<file path="config.mk">
export PLATFORM = sky130hd
export DESIGN_NAME = alarm_controller
export DESIGN_NICKNAME = d
export VERILOG_FILES = /design/src/rtl/alarm_controller.sv
export SDC_FILE = /design/constraint.sdc
export NUM_CORES = 1
export LEC_CHECK = 0
export BUFFER_PORTS_ARGS = -buffer_cell sky130_fd_sc_hd__buf_2
export CELL_PAD_IN_SITES_DETAIL_PLACEMENT = 0
export CELL_PAD_IN_SITES_GLOBAL_PLACEMENT = 1
export CORE_MARGIN = 4
export CORE_UTILIZATION = 38
export CTS_CLUSTER_DIAMETER = 80
export DETAILED_ROUTE_END_ITERATION = 10
export PLACE_DENSITY_LB_ADDON = 0.3
export SLEW_MARGIN = 20
export SYNTH_ARGS = -nofsm -noshare
export SYNTH_HDL_FRONTEND = slang
export SYNTH_SLANG_ARGS = --single-unit
</file>
<file path="constraint.sdc">
create_clock -name i_Clk_5MHz -period 2.45 [get_ports i_Clk_5MHz]
set_input_delay 0 -clock i_Clk_5MHz [delete_from_list [all_inputs] [get_ports i_Clk_5MHz]]
set_output_delay 0 -clock i_Clk_5MHz [all_outputs]
set_load 0.01 [all_outputs]
</file>
<file path="src/rtl/alarm_controller.sv">
// Alarm path sequencer: set-button auto-repeat pulses, alarm-time match detection,
// and the ring/snooze/stop state machine that drives the buzzer.
module alarm_controller #(
    parameter int unsigned REPEAT_DELAY_CYCLES  = 32'd2500000,
    parameter int unsigned REPEAT_PERIOD_CYCLES = 32'd500000,
    parameter int unsigned SNOOZE_CYCLES        = 32'd2700000000,
    parameter int unsigned RING_TIMEOUT_CYCLES  = 32'd3000000000,
    parameter int unsigned BUZZ_HALF_CYCLES     = 32'd2500
) (
    input  logic        i_Clk_5MHz,
    input  logic        i_Reset,
    input  logic        i_Alarm_Enable,
    input  logic        i_Set_Mode,
    input  logic        i_Btn_Minutes_Up,
    input  logic        i_Btn_Minutes_Down,
    input  logic        i_Btn_Hours_Up,
    input  logic        i_Btn_Hours_Down,
    input  logic        i_Snooze,
    input  logic        i_Stop,
    input  logic [31:0] i_Clock_Time,
    input  logic        i_Clock_PM,
    input  logic [31:0] i_Alarm_Time,
    input  logic        i_Alarm_PM,
    output logic        o_Minutes_Inc,
    output logic        o_Minutes_Dec,
    output logic        o_Hours_Inc,
    output logic        o_Hours_Dec,
    output logic        o_Buzzer,
    output logic        o_Ringing,
    output logic        o_Snoozing,
    output logic [1:0]  o_State
);

    typedef enum logic [1:0] {
        StDisarmed = 2'd0,
        StArmed    = 2'd1,
        StRinging  = 2'd2,
        StSnooze   = 2'd3
    } state_e;

    state_e      state_q, state_d;
    logic [31:0] timer_q, timer_d;
    logic        match_q, match_d;
    logic        snooze_prev_q, snooze_prev_d;
    logic        stop_prev_q, stop_prev_d;
    logic [3:0]  active_q, active_d;
    logic [3:0]  pulse_q, pulse_d;
    logic [31:0] rpt_cnt_q, rpt_cnt_d;
    logic [31:0] phase_q, phase_d;
    logic        buzz_q, buzz_d;

    logic [3:0]  btn_held;
    logic [3:0]  btn_sel;
    logic        trigger;
    logic        snooze_edge;
    logic        stop_edge;

    // Seconds and centiseconds never take part in the match.
    logic        unused_time_bits;
    assign unused_time_bits = ^{i_Clock_Time[15:0], i_Alarm_Time[15:0]};

    assign btn_held = {i_Btn_Minutes_Up, i_Btn_Minutes_Down, i_Btn_Hours_Up, i_Btn_Hours_Down};

    always_comb begin
        match_d       = (i_Clock_Time[31:16] == i_Alarm_Time[31:16]) && (i_Clock_PM == i_Alarm_PM);
        snooze_prev_d = i_Snooze;
        stop_prev_d   = i_Stop;
        trigger       = match_d && !match_q;
        snooze_edge   = i_Snooze && !snooze_prev_q;
        stop_edge     = i_Stop && !stop_prev_q;
    end

    // Priority select: bit 3 (Minutes_Up) down to bit 0 (Hours_Down).
    always_comb begin
        btn_sel = 4'b0000;
        if (btn_held[3]) begin
            btn_sel = 4'b1000;
        end else if (btn_held[2]) begin
            btn_sel = 4'b0100;
        end else if (btn_held[1]) begin
            btn_sel = 4'b0010;
        end else if (btn_held[0]) begin
            btn_sel = 4'b0001;
        end
    end

    always_comb begin
        active_d  = active_q;
        rpt_cnt_d = rpt_cnt_q;
        pulse_d   = 4'b0000;
        if (!i_Set_Mode || (btn_sel == 4'b0000)) begin
            active_d  = 4'b0000;
            rpt_cnt_d = 32'd0;
        end else if (btn_sel != active_q) begin
            active_d  = btn_sel;
            rpt_cnt_d = REPEAT_DELAY_CYCLES;
            pulse_d   = btn_sel;
        end else if (rpt_cnt_q <= 32'd1) begin
            rpt_cnt_d = REPEAT_PERIOD_CYCLES;
            pulse_d   = btn_sel;
        end else begin
            rpt_cnt_d = rpt_cnt_q - 32'd1;
        end
    end

    // State register.
    always_ff @(posedge i_Clk_5MHz) begin
        if (i_Reset) begin
            state_q <= StDisarmed;
            timer_q <= 32'd0;
        end else begin
            state_q <= state_d;
            timer_q <= timer_d;
        end
    end

    // Next state; the shared timer counts down while RINGING or SNOOZE.
    always_comb begin
        state_d = state_q;
        timer_d = timer_q;
        unique case (state_q)
            StDisarmed: begin
                if (i_Alarm_Enable) begin
                    state_d = StArmed;
                end
            end
            StArmed: begin
                if (!i_Alarm_Enable) begin
                    state_d = StDisarmed;
                end else if (trigger && !i_Set_Mode) begin
                    state_d = StRinging;
                    timer_d = RING_TIMEOUT_CYCLES;
                end
            end
            StRinging: begin
                timer_d = timer_q - 32'd1;
                if (!i_Alarm_Enable) begin
                    state_d = StDisarmed;
                end else if (stop_edge) begin
                    state_d = StArmed;
                end else if (snooze_edge) begin
                    state_d = StSnooze;
                    timer_d = SNOOZE_CYCLES;
                end else if (timer_q <= 32'd1) begin
                    state_d = StArmed;
                end
            end
            StSnooze: begin
                timer_d = timer_q - 32'd1;
                if (!i_Alarm_Enable) begin
                    state_d = StDisarmed;
                end else if (stop_edge) begin
                    state_d = StArmed;
                end else if (timer_q <= 32'd1) begin
                    state_d = StRinging;
                    timer_d = RING_TIMEOUT_CYCLES;
                end
            end
            default: begin
                state_d = StDisarmed;
            end
        endcase
    end

    // Tone phase restarts on every entry into RINGING.
    always_comb begin
        phase_d = 32'd0;
        buzz_d  = 1'b0;
        if ((state_d == StRinging) && (state_q == StRinging)) begin
            if (phase_q >= BUZZ_HALF_CYCLES - 32'd1) begin
                buzz_d = !buzz_q;
            end else begin
                phase_d = phase_q + 32'd1;
                buzz_d  = buzz_q;
            end
        end
    end

    always_ff @(posedge i_Clk_5MHz) begin
        if (i_Reset) begin
            match_q       <= 1'b1;
            snooze_prev_q <= 1'b0;
            stop_prev_q   <= 1'b0;
            active_q      <= 4'b0000;
            pulse_q       <= 4'b0000;
            rpt_cnt_q     <= 32'd0;
            phase_q       <= 32'd0;
            buzz_q        <= 1'b0;
        end else begin
            match_q       <= match_d;
            snooze_prev_q <= snooze_prev_d;
            stop_prev_q   <= stop_prev_d;
            active_q      <= active_d;
            pulse_q       <= pulse_d;
            rpt_cnt_q     <= rpt_cnt_d;
            phase_q       <= phase_d;
            buzz_q        <= buzz_d;
        end
    end

    // Outputs decode registered state only.
    always_comb begin
        o_State       = state_q;
        o_Ringing     = (state_q == StRinging);
        o_Snoozing    = (state_q == StSnooze);
        o_Buzzer      = buzz_q && (state_q == StRinging);
        o_Minutes_Inc = pulse_q[3];
        o_Minutes_Dec = pulse_q[2];
        o_Hours_Inc   = pulse_q[1];
        o_Hours_Dec   = pulse_q[0];
    end

endmodule

</file>
==> flow_summary_export.csv <==
group,metric,value,unit
die,die_h,122.8,microns
power_and_ir_drop,seqPwrFrac,49.4,%
setup_path,arrival,2690,ps
power_and_ir_drop,ir_worst_vdd,0.3284,mV
sta,relSlewSlack,47.17,%
setup_path,worstPathRequired,2700,ps
finish,antenna_cells,0,
grt,grt_pass1_wl,19600,microns
finish,area_growth_syn_to_layout,26.33,%
grt,antenna_found_initial,0,
placed_design,portBuffers,52,
run_status,status,"finished clean",
grt,grt_max_degree,42,
clock_network,cts_root_buf,"clkbuf_16",
setup_path,worstSetupEndpointType,"register",
power_and_ir_drop,intPower,2.837,mW
clock_network,clock_sinks,110,
synth,yosys_most_used_dff,"dfxtp_1",
sta,max_freq,411.0,MHz
power_and_ir_drop,combPwrFrac,10.7,%
finish,regArea,0.002203,sq mm
grt,grt_overflow,0,
worst_hold_path,hp-class,"in2reg",
power_and_ir_drop,total_leakage_power,2.650,nW
clock_network,cts_buffers,9,
grt,grt_usage,16.24,%
sta,finalHoldViolCount,0,
detailed_routing,drc,0,
finish,n_fill_cell,1189,
sta,fin_crit_sh,99.32,%
sta,tightestPinTransition,792.5,ps
die,die_w,122.8,microns
detailed_routing,vias_per_cell,5.116,
detailed_routing,antenna_left,0,
detailed_routing,finalWirelength,11750,microns
placed_design,postPlaceCellArea,0.005866,sq mm
setup_path,reg2reg_depth,6,
clock_network,insertion_delay,350,ps
finish,layout_commonest_cell,"dfxtp_1",
setup_path,reg2reg_slack,20,ps
detailed_routing,wl_per_cell,13.47,microns
setup_path,path_delay_family,"simple AND/OR/NAND/NOR gates",
placed_design,dp_hpwl,8421,microns
sta,drv_slew,0,
power_and_ir_drop,power_density,592.5,mW/mm^2
finish,nets,776,
synth,synth_cell_type_count,59,
synth,syn_avg_cell_area,8.665,sq um
placed_design,place_congestion,0.8067,
synth,ys_warn_count,0,
sta,setup_viol,0,
setup_path,setup.worst_path.start_class,"register",
setup_path,slowest_delay,530,ps
clock_network,ctsHtreeMaxLevel,3,
sta,rsz0062_at_grt,"yes",
setup_path,worst-path-buf-inv,0,
finish,multi_input_area,0.002839,sq mm
grt,grt_pass1_vias,4173,
finish,final_area,0.006327,sq mm
job,drv_cap,0,
die,num_io_pins,85,
die,num_rows,41,
die,start_util,39.21,%
setup_path,cp_common_cell,"or4_4",
sta,fin_crit,2433,ps
clock_network,cts_setup_buffers,0,
sta,skew,5.744,ps
power_and_ir_drop,pwr-share-clk,39.9,%
setup_path,critPathSlowestCell,"or4_4",
synth,yosysSeqAreaShare,43.97,%
sta,hold_ws,91.83,ps
setup_path,crit_fanout,3,
synth,synthArstFlopShare,0,%
detailed_routing,via_count,4461,
power_and_ir_drop,power_switching,0.9121,mW
worst_hold_path,hold_path_depth,3,
clock_network,cts_tree,"done",
setup_path,crit_type,"reg2reg",
synth,synth_edf_count,0,
detailed_routing,drt_iter0_drc,224,
synth,synth_area,0.005009,sq mm
clock_network,cts_buffer_depth,2,
clock_network,clkSlewWorstSetupHoldPaths,70,ps
finish,drive_gt1_share,21.57,%
synth,ys_ff_latch,110,
detailed_routing,dr.pass1.iters,4,
setup_path,crit_cells,6,
finish,final_cell_mix,"dfxtp_1 (109), nor2_1 (71), buf_2 (52)",
die,fp.coreArea,0.01277,sq mm
setup_path,crit_chain,"or4_4 -> or3_4 -> or4_4 -> or4_4 -> xor2_1 -> nor2_1",
power_and_ir_drop,swShare,24.33,%
synth,syn_inst,578,
die,dieArea,0.01508,sq mm
[worst reg2reg max path, cell delays in order (launching register included)]
cell and delay (ps):
dfxtp_2 320, or4_4 530, or3_4 350, or4_4 520, or4_4 420, xor2_1 140, nor2_1 50
[per-stage QoR]
stage               std cells  TNS (ps)  total power, mW  utilization [%]  setup WS (ps)
global placement          849    -29.08            2.267            45.92         -29.08
CTS                       872    -2.566            3.794            48.95         -2.566
global route              872    -644.3            3.915            49.53         -44.94
detailed placement        849    -110.2            2.273            45.92         -16.62
floorplan                 597    -720.5            2.147                -         -68.41
finish                    872         0            3.749            49.53          16.72
[cell type report]
class	instances	share of cell area [%]
flip-flops and latches	110	34.82
clock buffers	9	3.559
well taps	172	3.401
clock inverters	7	1.226
multi-input cells	454	44.87
inverters	11	0.6526
repair buffers	109	11.47
[cell usage after synthesis, types with 5 or more instances]
cell type  count  area share, %
a21oi_1       32            3.2
a31oi_1        8            1.0
and2_1         6           0.75
and3_1         9            1.1
clkbuf_1      16            1.2
dfxtp_1      110             44
ha_1           5            1.2
inv_1         11           0.82
nand2_1       38            2.8
nand2b_1       7           0.87
nand3_1       19            1.9
nand3b_1       5           0.75
nand4_1       12            1.5
nor2_1        77            5.8
nor2b_1        9            1.1
nor3_1        25            2.5
nor4_1        20            2.5
o21a_1         7            1.0
o21ai_0       15            1.5
or3_1          9            1.1
or4_1         15            2.2
xnor2_1       37            6.5
xor2_1        23            4.0
[kinds of logic (layout without fill, tap and decap cells)]
group           Yosys count  count (layout)  synth area share [%]
xor+xnor                 60              60                 10.49
fa+ha+maj                 5               5                 1.249
flops                   110             110                 43.97
mux                       1               1                0.1999
other cells               1              20               0.07487
compound gates           96              96                 12.39
buf+inv                  33             136                 2.823
simple gates            272             272                 28.80
[worst paths after layout]
check,from,endpoint
min,i_Btn_Minutes_Down,pulse_q[2]
min reg2reg,phase_q[0],phase_q[0]
max,rpt_cnt_q[13],rpt_cnt_q[27]
max reg2reg,rpt_cnt_q[13],rpt_cnt_q[27]
[routing by layer]
| metal | vias up | wire, microns | track usage, % |
|---|---|---|---|
| li1 | 2287 | - | - |
| met1 | 2074 | 5554 | 21.85 |
| met2 | 88 | 5359 | 25.93 |
| met3 | 12 | 632 | 2.442 |
| met4 | 0 | 203 | 6.858 |
| met5 | - | 0 | 0 |
[timing repair]
action                                  4_1_cts  5_1_grt
gates resized for setup                       4       21
endpoints found under the setup margin       26       62
hold buffers                                  7        0
pin swaps                                     2        6
hold endpoints to repair                      7        0
[state kept, by name, summed over array words and instances (netlist names)]
| register | cells |
|---|---|
| rpt_cnt_q | 32 |
| match_q | 1 |
| timer_q | 32 |
| o_State | 2 |
| phase_q | 32 |
| snooze_prev_q | 1 |
| stop_prev_q | 1 |
| pulse_q | 4 |
| buzz_q | 1 |
| active_q | 4 |
[power groups by stage]
stage / clock network [mW] / registers [mW] / logic [mW]
global placement: 0 / 1.89 / 0.374
finish: 1.49 / 1.85 / 0.402
global route: 1.61 / 1.86 / 0.446
CTS: 1.55 / 1.85 / 0.394
floorplan: 0 / 1.89 / 0.258
detailed placement: 0 / 1.89 / 0.379
(Power assumes the default switching activity.)
